[src/rtl/id_ex_stage.sv]
// id_ex_stage
// ID/EX pipeline register for the 64-bit LEGv8 pipelined datapath.
//
// Purpose:
//   Captures the register-file read data, immediate, register indices and
//   control bits from the ID stage on every clock. It also bypasses the
//   write-back value so that a same-cycle WB write is visible to a read,
//   detects load-use hazards (inserting one bubble), and honours
//   stall/flush requests.
//
// Ports:
//   clk, rst                      rising-edge clock, async active-high reset
//   stall                         hold EX-side state (downstream stall)
//   flush                         next EX slot becomes a bubble
//   id_valid                      ID slot holds a real instruction
//   id_rs1, id_rs2, id_rd         ID register indices
//   id_reg_write, id_mem_read     ID control bits
//   id_imm                        sign-extended immediate
//   id_read_data1, id_read_data2  register-file read ports
//   wb_reg_write, wb_rd, wb_data  WB-stage register write
//   ex_valid                      EX slot valid
//   ex_rs1, ex_rs2, ex_rd         registered indices for EX forwarding
//   ex_reg_write, ex_mem_read     registered control, 0 when ex_valid=0
//   ex_op_a, ex_op_b, ex_imm      registered operands
//   load_use_hazard               combinational; ID must hold this cycle
module id_ex_stage #(
  parameter int DATA_W = 64,
  parameter int REG_W  = 5
) (
  input  logic              clk,
  input  logic              rst,
  input  logic              stall,
  input  logic              flush,
  input  logic              id_valid,
  input  logic [REG_W-1:0]  id_rs1,
  input  logic [REG_W-1:0]  id_rs2,
  input  logic [REG_W-1:0]  id_rd,
  input  logic              id_reg_write,
  input  logic              id_mem_read,
  input  logic [DATA_W-1:0] id_imm,
  input  logic [DATA_W-1:0] id_read_data1,
  input  logic [DATA_W-1:0] id_read_data2,
  input  logic              wb_reg_write,
  input  logic [REG_W-1:0]  wb_rd,
  input  logic [DATA_W-1:0] wb_data,
  output logic              ex_valid,
  output logic [REG_W-1:0]  ex_rs1,
  output logic [REG_W-1:0]  ex_rs2,
  output logic [REG_W-1:0]  ex_rd,
  output logic              ex_reg_write,
  output logic              ex_mem_read,
  output logic [DATA_W-1:0] ex_op_a,
  output logic [DATA_W-1:0] ex_op_b,
  output logic [DATA_W-1:0] ex_imm,
  output logic              load_use_hazard
);

  // X31 is hard-wired zero: it is never bypassed and never a hazard source.
  localparam logic [REG_W-1:0] ZERO_REG = '1;

  logic              wbHitA;
  logic              wbHitB;
  logic              wbLive;
  logic [DATA_W-1:0] bypA;
  logic [DATA_W-1:0] bypB;
  logic              bubble;

  // ID side: the register file updates at the edge while reads are
  // combinational, so a same-cycle WB write must be taken from wb_data.
  always_comb begin
    wbLive = wb_reg_write && (wb_rd != ZERO_REG);
    wbHitA = wbLive && (wb_rd == id_rs1);
    wbHitB = wbLive && (wb_rd == id_rs2);
    bypA   = wbHitA ? wb_data : id_read_data1;
    bypB   = wbHitB ? wb_data : id_read_data2;
  end

  assign load_use_hazard = ex_valid && ex_mem_read && (ex_rd != ZERO_REG) &&
                           id_valid && ((ex_rd == id_rs1) || (ex_rd == id_rs2));

  // Flush beats stall; a hazard bubble only applies when not stalled.
  assign bubble = flush || (!stall && load_use_hazard);

  // ID -> EX register stage
  always_ff @(posedge clk or posedge rst) begin
    if (rst) begin
      ex_valid     <= 1'b0;
      ex_rs1       <= '0;
      ex_rs2       <= '0;
      ex_rd        <= '0;
      ex_reg_write <= 1'b0;
      ex_mem_read  <= 1'b0;
      ex_op_a      <= '0;
      ex_op_b      <= '0;
      ex_imm       <= '0;
    end else if (bubble) begin
      ex_valid     <= 1'b0;
      ex_rs1       <= '0;
      ex_rs2       <= '0;
      ex_rd        <= '0;
      ex_reg_write <= 1'b0;
      ex_mem_read  <= 1'b0;
      ex_op_a      <= '0;
      ex_op_b      <= '0;
      ex_imm       <= '0;
    end else if (stall) begin
      // Held operands track WB writes so they are not stale on release.
      if (wbLive && (wb_rd == ex_rs1)) ex_op_a <= wb_data;
      if (wbLive && (wb_rd == ex_rs2)) ex_op_b <= wb_data;
    end else begin
      ex_valid     <= id_valid;
      ex_rs1       <= id_rs1;
      ex_rs2       <= id_rs2;
      ex_rd        <= id_rd;
      ex_reg_write <= id_reg_write && id_valid;
      ex_mem_read  <= id_mem_read && id_valid;
      ex_op_a      <= bypA;
      ex_op_b      <= bypB;
      ex_imm       <= id_imm;
    end
  end

endmodule

[config.mk]
export PLATFORM = sky130hd
export DESIGN_NAME = id_ex_stage
export DESIGN_NICKNAME = d
export VERILOG_FILES = /design/src/rtl/id_ex_stage.sv
export SDC_FILE = /design/constraint.sdc
export NUM_CORES = 1
export LEC_CHECK = 0
export BUFFER_PORTS_ARGS = -buffer_cell sky130_fd_sc_hd__buf_2
export CORE_AREA = 5 5 190 192
export DETAILED_ROUTE_END_ITERATION = 16
export DIE_AREA = 0 0 195 197
export PLACE_DENSITY = 0.67
export SLEW_MARGIN = 20
export SYNTH_ARGS = -nofsm -noshare
export SYNTH_HDL_FRONTEND = slang
export SYNTH_SLANG_ARGS = --single-unit
[constraint.sdc]
create_clock -name clk -period 8.75 [get_ports clk]
set_input_delay 1.75 -clock clk [delete_from_list [all_inputs] [get_ports clk]]
set_output_delay 1.75 -clock clk [all_outputs]
set_load 0.005 [all_outputs]
======== Yosys cells after proc, flatten, opt, wreduce, memory -nomap -nowiden ========
Cells that the tools add are included.
W data, S select, Z words.
word-level totals
  register bits after elaboration ......... 210
  bits in latches ......................... 0
  RAM bits ................................ 0
  ROM bits ................................ 0
  memories kept ........................... 0
cells by class
  add/subtract/negate cells ............... 0
  multipliers ............................. 0
  divide/modulo/power cells ............... 0
  magnitude comparators ................... 0
  equal/unequal tests ..................... 11
  shift-type cells ........................ 0
  multiplexer cells ....................... 22
  bitwise gates (word level) .............. 0
  reduce and logical (&&, ||, !) cells .... 15
operator list
  cell                  number
  $mux W64              10
  $eq A5 B5 Y1          6
  $mux W5               6
  $logic_and A1 B1 Y1   12
  $ne A5 B5 Y1 const B  2
  $mux W1               6
  $ne A3 B1 Y1 const B  2
  $logic_or A1 B1 Y1    2
  $ne A2 B1 Y1 const B  1
  $logic_not A1 Y1      1

======== Depth between registers and ports, before layout ========
  depth in word-level cells ............... 7
  mapped depth ............................ 8

======== Worst setup path before layout ========
No wires, ideal clock.
  kind .................................... input port to output port
  start ................................... in id_rs1[1]
  end ..................................... out load_use_hazard
  data arrival time ....................... 2.468 ns
  slack ................................... 4.532 ns
  stages on the path ...................... 5
  cell sequence ........................... xnor2_1 -> nand3_1 -> o22ai_1 -> nand2_1 -> nor2_1
on the way
  cells in the longest elaborated chain, start to end .. 3
ends and longest elaborated chain
  what                 line  source
  start, declared      35    input logic [REG_W-1:0] id_rs1,
  $eq A5 B5 Y1         79    id_valid && ((ex_rd == id_rs1) || (ex_rd == id_rs2));
  $logic_or A1 B1 Y1   79
  $logic_and A1 B1 Y1  79
  end, declared        55    output logic load_use_hazard
Every way passes these cells.

======== Worst setup path after layout ========
Same ends and word-level chain as after synthesis.

==> results.json <==
{
  "end_kind": "output pin",
  "finalClockSkew_ns": 0.0111,
  "p_clk_share_pct": 38.8,
  "viasPerCell": 4.81,
  "vias": 8400,
  "nFillCells": 3361,
  "cts_hold_buf": 0,
  "portBuffers": 494,
  "grt_pass1_wl_mm": 53.3,
  "synth_fp_nets": 1099,
  "cpMostUsedCell": "buf_2",
  "slowest_stage": "o22ai_1",
  "hold_depth": 1,
  "postCtsSetupRepairBufs": 0,
  "max_stage_delay_ns": 0.38,
  "hp-start": "ex_imm[58]$_DFFE_PP0P_",
  "dr.pass1.iters": 4,
  "syn_avg_cell_area_um2": 12.7,
  "cts_tree": "done",
  "switching_share_pct": 27.3,
  "rsz0062_at_grt": "false",
  "grt.overflow.total": 0,
  "cts_sinks": 210,
  "clockRootBuffer": "clkbuf_16",
  "drv_slew": 0,
  "maxClockFrequency_mhz": 215,
  "yosysSeqAreaShare_pct": 50.7,
  "area_growth_pct": 32.9,
  "core_mm2": 0.0342,
  "status": "finished, final reports clean",
  "period_needed_ns": 4.66,
  "critPathLaunchType": "input pin",
  "clk_pin_slew_worst_paths_ns": 0.06,
  "seqPwrFrac_pct": 43.7,
  "ys_ff_latch": 210,
  "hold_viol": 0,
  "grtUsageTotal_pct": 17.5,
  "ant_nets": 0,
  "htreeDepth": 1,
  "whs_endpoint": "ex_imm[58]$_DFFE_PP0P_",
  "p_per_area_mw_per_mm2": 180,
  "dpl.hpwl_mm": 27.2,
  "fp.dieW_um": 195,
  "critical_path_class": "in -> out",
  "wl_per_cell_um": 20.5,
  "num_io_pins": 495,
  "min_path_type": "reg -> reg",
  "fin_crit_sh_pct": 53.3,
  "drt_iter0_drc": 261,
  "intPower_mw": 1.80,
  "num-nets-final": 1554,
  "max_cap_violations": 0,
  "cp.arrival_ns": 2.91,
  "setup_viol_count_final": 0,
  "netSwitchingPower_mw": 0.676,
  "grt_util_met3_pct": 5.88,
  "grt_use_met1_pct": 20.3,
  "r2r-end": "ex_op_a[29]$_DFFE_PP0P_",
  "clock_latency_ns": 0.50,
  "top_usage_layer": "met2",
  "drive_gt1_share_pct": 52.6,
  "cp_max_fo": 4,
  "clk_path_buf_depth": 3,
  "slew-limit-headroom_pct": 32.6,
  "grtUsageMet2_pct": 31.0,
  "num_rows": 68,
  "path_cells": "buf_2, xnor2_1, nand3_1, o22ai_1, nand2_1, nor2_1, buf_2",
  "setup_tns_ns": 0,
  "drc": 0,
  "drt_wl_total_mm": 35.8,
  "synth_cell_types": 28,
  "start_util_pct": 30.3,
  "cts_resized": 0,
  "reg2reg_from": "ex_rd[0]$_DFFE_PP0P_",
  "worst_pin_slew_ns": 1.01,
  "synthCells": 815,
  "dieArea_mm2": 0.0384,
  "grt_pass1_vias": 8989,
  "grt_start_max_net_pins": 84,
  "syn_area_mm2": 0.0104,
  "required_ns": 7.00,
  "power_frac_comb_pct": 17.5,
  "r2r_cells": 6,
  "die_h_um": 197,
  "antenna_found_initial": 5,
  "yosys_warnings": 0,
  "cts_made_buffers": 23,
  "rrSetupSlack_ns": 5.85,
  "post-route-util_pct": 40.3,
  "p_leak_nw": 7.18,
  "worst_ir_drop_vdd_mv": 0.111,
  "place_congestion": 0.958
}
[cell usage in the layout (no fill, tap or decap), types with 3 or more instances in the layout]
cell        synthesis  routed
buf_2              31     494
dfrtp_1           210     210
nor2_1            131     130
mux2i_1           128     128
a211oi_2          120     120
a22o_1             80      80
xnor2_1            26      26
clkbuf_16           0      23
buf_4               2      14
a211oi_1            8       8
nand3_1             6       6
nand2_1             6       6
clkbuf_8            0       6
diode_2             0       4
xor2_1              4       4
clkbuf_1           27       4
clkinvlp_4          0       3
clkinv_2            0       3
[critical path, delay by kind of cell]
| kind | cells | cell delay, ns |
|---|---|---|
| xor gates and xnor gates | 1 | 0.15 |
| and+or+nand+nor | 3 | 0.39 |
| AOI/OAI and AO/OA | 1 | 0.38 |
| buffers and inverters | 2 | 0.24 |
[sequential cells by signal, summed over array words and instances, names as in the netlist]
register and cells:
ex_rd 5, ex_mem_read 1, ex_op_a 64, ex_op_b 64, ex_reg_write 1, ex_rs2 5
ex_valid 1, ex_imm 64, ex_rs1 5
[cell families (layout without fill, tap and decap cells)]
group,count (synthesis),after routing,synth area share (%)
simple gates,147,147,5.65
flops,210,210,50.7
mux,128,128,12.4
compound gates,219,219,23.0
xor+xnor,30,30,2.54
other cells,0,4,0
buf+inv,81,552,5.70
[metal layers]
| metal | part of all wire [%] | up-vias |
|---|---|---|
| met3 | 9.4 | 63 |
| met1 | 38 | 4039 |
| li1 | - | 3910 |
| met5 | 0 | - |
| met4 | 2.9 | 0 |
| met2 | 50 | 388 |
[layout make-up]
cell class | instances | area (µm²) | share of cell area, %
Antenna cell | 4 | 10.0 | 0.0727
Clock buffer | 33 | 673 | 4.89
Clock inverter | 8 | 76.3 | 0.554
Inverter | 3 | 18.8 | 0.136
Multi-Input combinational cell | 524 | 4590 | 33.3
Sequential cell | 210 | 5260 | 38.2
Tap cell | 455 | 569 | 4.13
Timing Repair Buffer | 508 | 2580 | 18.7
[cell usage after synthesis]
| cell type | instances | share of area, % |
|---|---|---|
| o21ai_4 | 1 | 0.16 |
| buf_4 | 2 | 0.14 |
| and3_1 | 1 | 0.060 |
| buf_12 | 12 | 2.3 |
| mux2i_1 | 128 | 12 |
| o41ai_2 | 2 | 0.31 |
| nand2_4 | 1 | 0.11 |
| a31oi_2 | 1 | 0.12 |
| nor2_1 | 131 | 4.7 |
| a211oi_2 | 120 | 14 |
| buf_6 | 6 | 0.65 |
| xor2_1 | 4 | 0.34 |
| xnor2_1 | 26 | 2.2 |
| o22ai_1 | 1 | 0.060 |
| clkbuf_1 | 27 | 0.98 |
| a31oi_1 | 1 | 0.060 |
| nand3_1 | 6 | 0.29 |
| inv_1 | 3 | 0.11 |
| or2_2 | 1 | 0.060 |
| dfrtp_1 | 210 | 51 |
| a211oi_1 | 8 | 0.58 |
| nand2_1 | 6 | 0.22 |
| a41o_1 | 1 | 0.097 |
| a22o_1 | 80 | 6.8 |
| o31ai_1 | 2 | 0.14 |
| nand3_4 | 1 | 0.17 |
| a32o_1 | 2 | 0.19 |
| buf_2 | 31 | 1.5 |
[power by group through the flow]
stage,clock network (mW),logic [mW],registers (mW)
2_1_floorplan,0,0.239,1.10
3_3_place_gp,0,0.436,1.10
3_5_place_dp,0,0.443,1.10
4_1_cts,0.992,0.443,1.08
5_1_grt,1.03,0.477,1.09
6_report,0.962,0.433,1.08
[how the worst max path moves through the flow]
stage	startpoint	endpoint	slack, ns	cells past startpoint
after global routing	id_rs1[1]	load_use_hazard	3.95	7
after floorplan	rst	ex_imm[0]$_DFFE_PP0P_	1.26	1
final	id_rs1[1]	load_use_hazard	4.09	7
after global placement	id_rs1[0]	load_use_hazard	4.05	7
after detailed placement	id_rs1[1]	load_use_hazard	4.08	7
after CTS	id_rs1[1]	load_use_hazard	4.07	7
[through the flow]
stage	area [µm²]	setup slack [ns]	cells	hold slack [ns]	power, mW
floorplan	10400	1.26	815	0.487	1.34
global placement	13000	4.05	1700	0.485	1.53
detailed placement	13000	4.08	1700	0.486	1.54
CTS	13800	4.07	1741	0.506	2.52
global route	13800	3.95	1744	0.511	2.60
finish	13800	4.09	1745	0.501	2.48
Note: power is estimated with default switching activity, not from simulation.
